$ cat src/rtl/mem_responder_if.sv
// Word-wide request/response bus between an initiator and the memory responder.
// The initiator holds req/we/addr/wdata until the one-cycle ready pulse.
interface mem_responder_if;
    logic        req;
    logic        we;
    logic [31:0] addr;
    logic [31:0] wdata;
    logic [31:0] rdata;
    logic        ready;
    logic        err;

    modport master (
        output req, we, addr, wdata,
        input  rdata, ready, err
    );

    modport slave (
        input  req, we, addr, wdata,
        output rdata, ready, err
    );
endinterface

$ cat src/rtl/mem_responder.sv
// Word RAM plus one memory-mapped output register with WAIT_CYCLES wait states;
// one request per WAIT_CYCLES+2 cycles, requests outside IDLE are ignored (no queueing).
module mem_responder #(
    parameter int unsigned DEPTH_WORDS = 64,
    parameter int unsigned WAIT_CYCLES = 2,
    parameter logic [31:0] IO_ADDR     = 32'hFFFF_FFF0
) (
    input  logic            clk,
    input  logic            reset,
    mem_responder_if.slave  bus,
    output logic [31:0]     io_out
);

    localparam int unsigned IDX_W    = $clog2(DEPTH_WORDS);
    localparam logic [3:0]  CNT_LOAD = (WAIT_CYCLES == 0) ? 4'd0 : 4'(WAIT_CYCLES - 1);

    typedef enum logic [1:0] {
        ST_IDLE,
        ST_WAIT,
        ST_RESP
    } state_t;

    state_t      state_q, state_d;
    logic [3:0]  cnt_q, cnt_d;
    logic        we_q, we_d;
    logic [31:0] addr_q, addr_d;
    logic [31:0] wdata_q, wdata_d;
    logic        ready_q, ready_d;
    logic        err_q, err_d;
    logic [31:0] rdata_q, rdata_d;
    logic [31:0] io_q, io_d;

    logic [31:0] mem_q [DEPTH_WORDS];
    logic             mem_we_d;
    logic [IDX_W-1:0] mem_idx_d;
    logic [31:0]      mem_wdata_d;

    logic             x_we;
    logic [31:0]      x_addr;
    logic [31:0]      x_wdata;
    logic             enter_resp;

    always_comb begin
        state_d     = state_q;
        cnt_d       = cnt_q;
        we_d        = we_q;
        addr_d      = addr_q;
        wdata_d     = wdata_q;
        ready_d     = 1'b0;
        err_d       = 1'b0;
        rdata_d     = rdata_q;
        io_d        = io_q;
        mem_we_d    = 1'b0;
        enter_resp  = 1'b0;

        // With zero wait states the access executes on the accepting edge,
        // so it must use the live bus rather than the latched copy.
        if (state_q == ST_IDLE) begin
            x_we    = bus.we;
            x_addr  = bus.addr;
            x_wdata = bus.wdata;
        end else begin
            x_we    = we_q;
            x_addr  = addr_q;
            x_wdata = wdata_q;
        end
        mem_idx_d   = x_addr[IDX_W+1:2];
        mem_wdata_d = x_wdata;

        case (state_q)
            ST_IDLE: begin
                if (bus.req) begin
                    we_d    = bus.we;
                    addr_d  = bus.addr;
                    wdata_d = bus.wdata;
                    if (WAIT_CYCLES == 0) begin
                        enter_resp = 1'b1;
                    end else begin
                        cnt_d   = CNT_LOAD;
                        state_d = ST_WAIT;
                    end
                end
            end
            ST_WAIT: begin
                if (cnt_q == 4'd0) begin
                    enter_resp = 1'b1;
                end else begin
                    cnt_d = cnt_q - 4'd1;
                end
            end
            ST_RESP: begin
                state_d = ST_IDLE;
            end
            default: begin
                state_d = ST_IDLE;
            end
        endcase

        if (enter_resp) begin
            state_d = ST_RESP;
            ready_d = 1'b1;
            rdata_d = 32'd0;
            if (x_addr[1:0] != 2'b00) begin
                err_d = 1'b1;
            end else if (x_addr == IO_ADDR) begin
                if (x_we) io_d = x_wdata;
                else      rdata_d = io_q;
            end else if ({2'b00, x_addr[31:2]} < DEPTH_WORDS) begin
                if (x_we) mem_we_d = 1'b1;
                else      rdata_d = mem_q[mem_idx_d];
            end else begin
                err_d = 1'b1;
            end
        end
    end

    always_ff @(posedge clk or posedge reset) begin
        if (reset) begin
            state_q <= ST_IDLE;
            cnt_q   <= 4'd0;
            we_q    <= 1'b0;
            addr_q  <= 32'd0;
            wdata_q <= 32'd0;
            ready_q <= 1'b0;
            err_q   <= 1'b0;
            rdata_q <= 32'd0;
            io_q    <= 32'd0;
        end else begin
            state_q <= state_d;
            cnt_q   <= cnt_d;
            we_q    <= we_d;
            addr_q  <= addr_d;
            wdata_q <= wdata_d;
            ready_q <= ready_d;
            err_q   <= err_d;
            rdata_q <= rdata_d;
            io_q    <= io_d;
        end
    end

    // RAM is never cleared; a reset coinciding with the write edge suppresses the write.
    always_ff @(posedge clk) begin
        if (mem_we_d && !reset) begin
            mem_q[mem_idx_d] <= mem_wdata_d;
        end
    end

    assign bus.ready = ready_q;
    assign bus.err   = err_q;
    assign bus.rdata = rdata_q;
    assign io_out    = io_q;

endmodule

$ cat src/flat_wrapper.sv
// flat-port wrapper written by rule: the top's interface ports become plain ports
module mem_responder_flat 
#(
    parameter int unsigned DEPTH_WORDS = 64,
    parameter int unsigned WAIT_CYCLES = 2,
    parameter logic [31:0] IO_ADDR     = 32'hFFFF_FFF0
)
  (clk, reset, io_out, bus_req, bus_we, bus_addr, bus_wdata, bus_rdata, bus_ready, bus_err);
  mem_responder_if bus_i ();
  input  logic clk;
  input  logic reset;
  output logic [31:0] io_out;
  input wire logic [$bits(bus_i.req)-1:0] bus_req;
  input wire logic [$bits(bus_i.we)-1:0] bus_we;
  input wire logic [$bits(bus_i.addr)-1:0] bus_addr;
  input wire logic [$bits(bus_i.wdata)-1:0] bus_wdata;
  output wire logic [$bits(bus_i.rdata)-1:0] bus_rdata;
  output wire logic [$bits(bus_i.ready)-1:0] bus_ready;
  output wire logic [$bits(bus_i.err)-1:0] bus_err;
  assign bus_i.req = bus_req;
  assign bus_i.we = bus_we;
  assign bus_i.addr = bus_addr;
  assign bus_i.wdata = bus_wdata;
  assign bus_rdata = bus_i.rdata;
  assign bus_ready = bus_i.ready;
  assign bus_err = bus_i.err;
  mem_responder #(.DEPTH_WORDS(DEPTH_WORDS), .WAIT_CYCLES(WAIT_CYCLES), .IO_ADDR(IO_ADDR)) u_core (.clk(clk), .reset(reset), .bus(bus_i), .io_out(io_out));
endmodule
$ cat config.mk
export PLATFORM = sky130hd
export DESIGN_NAME = mem_responder_flat
export DESIGN_NICKNAME = d
export VERILOG_FILES = /design/src/rtl/mem_responder_if.sv /design/src/rtl/mem_responder.sv /design/src/flat_wrapper.sv
export SDC_FILE = /design/constraint.sdc
export NUM_CORES = 2
export LEC_CHECK = 0
export ABC_AREA = 1
export ABC_CLOCK_PERIOD_IN_PS = 5840
export BUFFER_PORTS_ARGS = -buffer_cell sky130_fd_sc_hd__buf_4
export CORE_MARGIN = 4
export CORE_UTILIZATION = 25
export CTS_BUF_LIST = sky130_fd_sc_hd__clkbuf_4
export CTS_CLUSTER_DIAMETER = 200
export DETAILED_ROUTE_END_ITERATION = 10
export PLACE_DENSITY = 0.39
export SKIP_LAST_GASP = 1
export SLEW_MARGIN = 40
export SYNTH_ARGS = -nofsm -noshare
export SYNTH_HDL_FRONTEND = slang
export SYNTH_SLANG_ARGS = --single-unit
$ cat constraint.sdc
create_clock -name clk -period 5.84 [get_ports clk]
set_input_delay 0.292 -clock clk [delete_from_list [all_inputs] [get_ports clk]]
set_output_delay 0.292 -clock clk [all_outputs]
set_load 0.02 [all_outputs]
==> flow_summary.json <==
{
  "synth_largest_area_cell": "sky130_fd_sc_hd__edfxtp_1",
  "seqPwrFrac_pct": 32.3,
  "drt_iter0_drc": 6227,
  "drt_wirelength_mm": 358,
  "worst_ep_required_time_ns": 7.09,
  "first_global_vias": 66100,
  "synth_cell_types": 28,
  "worst_hold_path_type": "input port to flop",
  "ctsResizeCount": 0,
  "synthesized_netlist_cell_count": 9261,
  "synth-seq-cells": 2185,
  "power.static_leakage_nw": 47.1,
  "rr_worst_depth": 18,
  "timing.final.crit_share_pct": 80.6,
  "combinationalPowerShare_pct": 44.8,
  "worst-path-max-fanout": 38,
  "critical_path.endpoint": "u_core.bus.rdata[3]$_DFFE_PP0P_",
  "finalCriticalPeriod_ns": 4.71,
  "setup_viol": 0,
  "report.final.hold_viol_count": 0,
  "layout.nets": 10100,
  "design.portCount": 134,
  "cts_inserted_buffers": 625,
  "net_count_after_synthesis": 9331,
  "power.density_nw_per_um2": 566,
  "arrival_ns": 5.96,
  "route.detailed.drc": 0,
  "worst-setup-path-type": "flop to flop",
  "die_x_um": 620,
  "path_delay_family": "simple AND/OR/NAND/NOR gates",
  "die_area_um2": 385000,
  "sw_frac_of_total_pct": 46.0,
  "cts-root-buf": "sky130_fd_sc_hd__clkbuf_4",
  "i_o_buffers": 133,
  "synth-seq-area-share_pct": 69.3,
  "grt_pass1_wl_mm": 501,
  "timing.rr.start": "u_core.state_q[0]$_DFFE_PP0P_",
  "setup_ws_post_layout_ns": 1.13,
  "finish.instance_area_um2": 112000,
  "hpwlAfterDp_mm": 212,
  "synth.area.top_cells": "sky130_fd_sc_hd__edfxtp_1, sky130_fd_sc_hd__nand2_1, sky130_fd_sc_hd__nand3_1",
  "status": "complete, no violations",
  "critical_path.cell_chain": "inv_1 -> nand2_2 -> buf_4 -> nand2_4 -> nand2_4 -> buf_12 -> buf_12 -> buf_4 -> nand2_1 -> nand3_1 -> nand2_1 -> o21ai_0 -> nand2_1 -> nor2_1 -> nand3_1 -> nand2_1 -> nand2_1 -> nand2_1",
  "proportion_of_layout_cells_with_a_drive_suffix_above_1_pct": 14.6,
  "cts_buffer_depth": 4,
  "critical-path-top-cell-by-count": "sky130_fd_sc_hd__nand2_1",
  "syn_area_per_cell_um2": 10.1,
  "post-place-ws_ns": 1.03,
  "flow.area_growth_from_synthesis_pct": 19.7,
  "timing.reg2reg.setup_slack_ns": 1.13,
  "timing.critical_path.from_type": "flop",
  "wl_met2_mm": 164,
  "number_of_h_tree_levels": 6,
  "peakVddDrop_mv": 0.442,
  "synth_warn": 0,
  "synth.cell_area_um2": 93700,
  "fill_cells": 39100,
  "worst_slew_pin_slew_ns": 0.994,
  "totalNegativeSetupSlack_ns": 0,
  "cp_slowest_stage_delay_ns": 0.49,
  "cts_tree": "yes",
  "synth_top_area_share_pct": 65.6,
  "timing.critical_path.to_type": "flop",
  "register_area_um2": 64900,
  "global_route.usage.total_pct": 18.1,
  "clock_sinks": 2185,
  "internal_power_mw": 34.3,
  "final.setup_skew_ns": 0.167,
  "routed.top_layer": "met5",
  "total_switching_power_mw": 29.2,
  "critPathBufInv": 5,
  "std_cell_rows": 224,
  "total_iterations_of_the_first_detailed_routing_run": 8,
  "routed_via_density": 4.44,
  "clk-insertion-delay-late_ns": 1.38,
  "core_um2": 373000,
  "dpl-instance-area_um2": 102000,
  "grt-ovfl-total": 0,
  "m1WireLength_mm": 162,
  "power.share.clock_pct": 22.9,
  "initial_utilization_pct": 25.1,
  "achievable-frequency_mhz": 212,
  "critical_path.startpoint": "u_core.state_q[0]$_DFFE_PP0P_",
  "wl_met3_mm": 19.2,
  "antenna_found_initial": 36,
  "rr_endpoint": "u_core.bus.rdata[3]$_DFFE_PP0P_",
  "critPathSlowestCell": "sky130_fd_sc_hd__nor2_1",
  "wl_per_cell_um": 23.2,
  "multi_input_area_um2": 23600,
  "rsz0062_at_grt": "no",
  "final_max_slew_viol_count": 0,
  "detailroute.via_count": 68500,
  "relative_slew_slack_pct": 33.0,
  "path_clk_slew_ns": 0.07,
  "drv_cap": 0,
  "worstSetupPathDepth": 18,
  "grt_start_max_net_pins": 146,
  "whs_ns": 0.282,
  "height_of_the_die_um": 620,
  "detail-route-antenna-nets": 0,
  "gp_congestion": 0.869
}
==> worst reg2reg max path, cell delays in order, from the launching register on <==
cell and delay (ns):
sky130_fd_sc_hd__dfrtp_1 0.42, sky130_fd_sc_hd__inv_1 0.09, sky130_fd_sc_hd__nand2_2 0.36, sky130_fd_sc_hd__buf_4 0.30, sky130_fd_sc_hd__nand2_4 0.21, sky130_fd_sc_hd__nand2_4 0.45, sky130_fd_sc_hd__buf_12 0.33, sky130_fd_sc_hd__buf_12 0.24
sky130_fd_sc_hd__buf_4 0.39, sky130_fd_sc_hd__nand2_1 0.10, sky130_fd_sc_hd__nand3_1 0.11, sky130_fd_sc_hd__nand2_1 0.06, sky130_fd_sc_hd__o21ai_0 0.48, sky130_fd_sc_hd__nand2_1 0.11, sky130_fd_sc_hd__nor2_1 0.49, sky130_fd_sc_hd__nand3_1 0.25
sky130_fd_sc_hd__nand2_1 0.12, sky130_fd_sc_hd__nand2_1 0.06, sky130_fd_sc_hd__nand2_1 0.05
==> cell type report <==
cell class	instances	share of cell area, %
Antenna cell	19	0.0424
Clock buffer	932	6.24
Clock inverter	125	0.768
Inverter	1034	3.51
Multi-Input combinational cell	5558	21.0
Sequential cell	2185	57.9
Tap cell	4972	5.54
Timing Repair Buffer	595	5.03
==> kinds of logic after synthesis <==
logic type | Yosys count | synth area share, %
flops | 2185 | 69.3
simple gates | 5162 | 22.2
buf+inv | 1518 | 6.30
fa+ha+maj | 2 | 0.0267
compound gates | 394 | 2.20
==> power by group through the flow <==
stage / registers (mW) / logic (mW) / clock network, mW
CTS: 20.5 / 28.7 / 15.0
finish: 20.5 / 28.5 / 14.5
detailed placement: 20.8 / 28.5 / 0
global route: 20.5 / 30.8 / 15.9
floorplan: 20.9 / 14.1 / 0
global placement: 20.9 / 28.2 / 0
==> registers in the layout, summed over array words and instances, names as in the netlist <==
| signal | cells |
|---|---|
| u_core.we_q | 1 |
| u_core.state_q | 2 |
| u_core.addr_q | 32 |
| u_core.mem_q | 2048 |
| u_core.bus.err | 1 |
| u_core.bus.rdata | 32 |
| u_core.io_out | 32 |
| u_core.cnt_q | 4 |
| u_core.bus.ready | 1 |
| u_core.wdata_q | 32 |
==> metal layers <==
metal  vias up  track usage [%]
met1     33900             24.9
met2      2143             28.9
met5         -                0
met3       537             2.89
li1      32000                -
met4        10             6.43
==> cells in the mapped netlist, drive strengths merged <==
master  number
nand4       47
nand3      811
buf        181
nor3        16
nor4         2
clkbuf     303
o21a        32
nand3b      66
and2         3
o31ai        1
o211ai       1
nor2       222
a21oi       38
ha           2
inv       1034
dfrtp      137
o21ai      322
edfxtp    2048
nand2     3995
==> worst min path at each step <==
stage | from | to | slack, ns | cells after the start
6_report | bus_wdata[27] | u_core.wdata_q[27]$_DFFE_PP0P_ | 0.28 | 5
2_1_floorplan | bus_addr[18] | u_core.addr_q[18]$_DFFE_PP0P_ | 0.40 | 2
3_3_place_gp | u_core.addr_q[24]$_DFFE_PP0P_ | u_core.addr_q[24]$_DFFE_PP0P_ | 0.47 | 2
5_1_grt | bus_wdata[27] | u_core.wdata_q[27]$_DFFE_PP0P_ | 0.21 | 5
3_5_place_dp | u_core.addr_q[30]$_DFFE_PP0P_ | u_core.addr_q[30]$_DFFE_PP0P_ | 0.47 | 2
4_1_cts | bus_wdata[21] | u_core.wdata_q[21]$_DFFE_PP0P_ | 0.08 | 5
==> repair_timing <==
action / 4_1_cts / 5_1_grt
setup endpoints to repair: 0 / 0
hold endpoints to repair: 1831 / 0
hold buffers: 175 / 0
buffers inserted: 0 / 0
==> metrics by stage <==
step / util, % / cells / total power, mW
detailed placement: 27.5 / 14200 / 49.3
global placement: 27.4 / 14200 / 49.1
global route: 30.1 / 15400 / 67.2
finish: 30.1 / 15400 / 63.5
floorplan: - / 9261 / 35.0
CTS: 30.1 / 15400 / 64.3
==> cell usage in the layout (no fill, tap or decap), types with 32 or more instances in the layout <==
cell type                       count
sky130_fd_sc_hd__a21oi_1           38
sky130_fd_sc_hd__buf_12            52
sky130_fd_sc_hd__buf_4            357
sky130_fd_sc_hd__clkbuf_4         932
sky130_fd_sc_hd__clkinv_1          82
sky130_fd_sc_hd__dfrtp_1          137
sky130_fd_sc_hd__dlygate4sd3_1    175
sky130_fd_sc_hd__edfxtp_1        2048
sky130_fd_sc_hd__inv_1           1000
sky130_fd_sc_hd__nand2_1         3984
sky130_fd_sc_hd__nand3_1          811
sky130_fd_sc_hd__nand3b_1          66
sky130_fd_sc_hd__nand4_1           46
sky130_fd_sc_hd__nor2_1           151
sky130_fd_sc_hd__nor2_4            69
sky130_fd_sc_hd__o21a_1            32
sky130_fd_sc_hd__o21ai_0          297
Note: power is estimated with default switching activity, not from simulation.
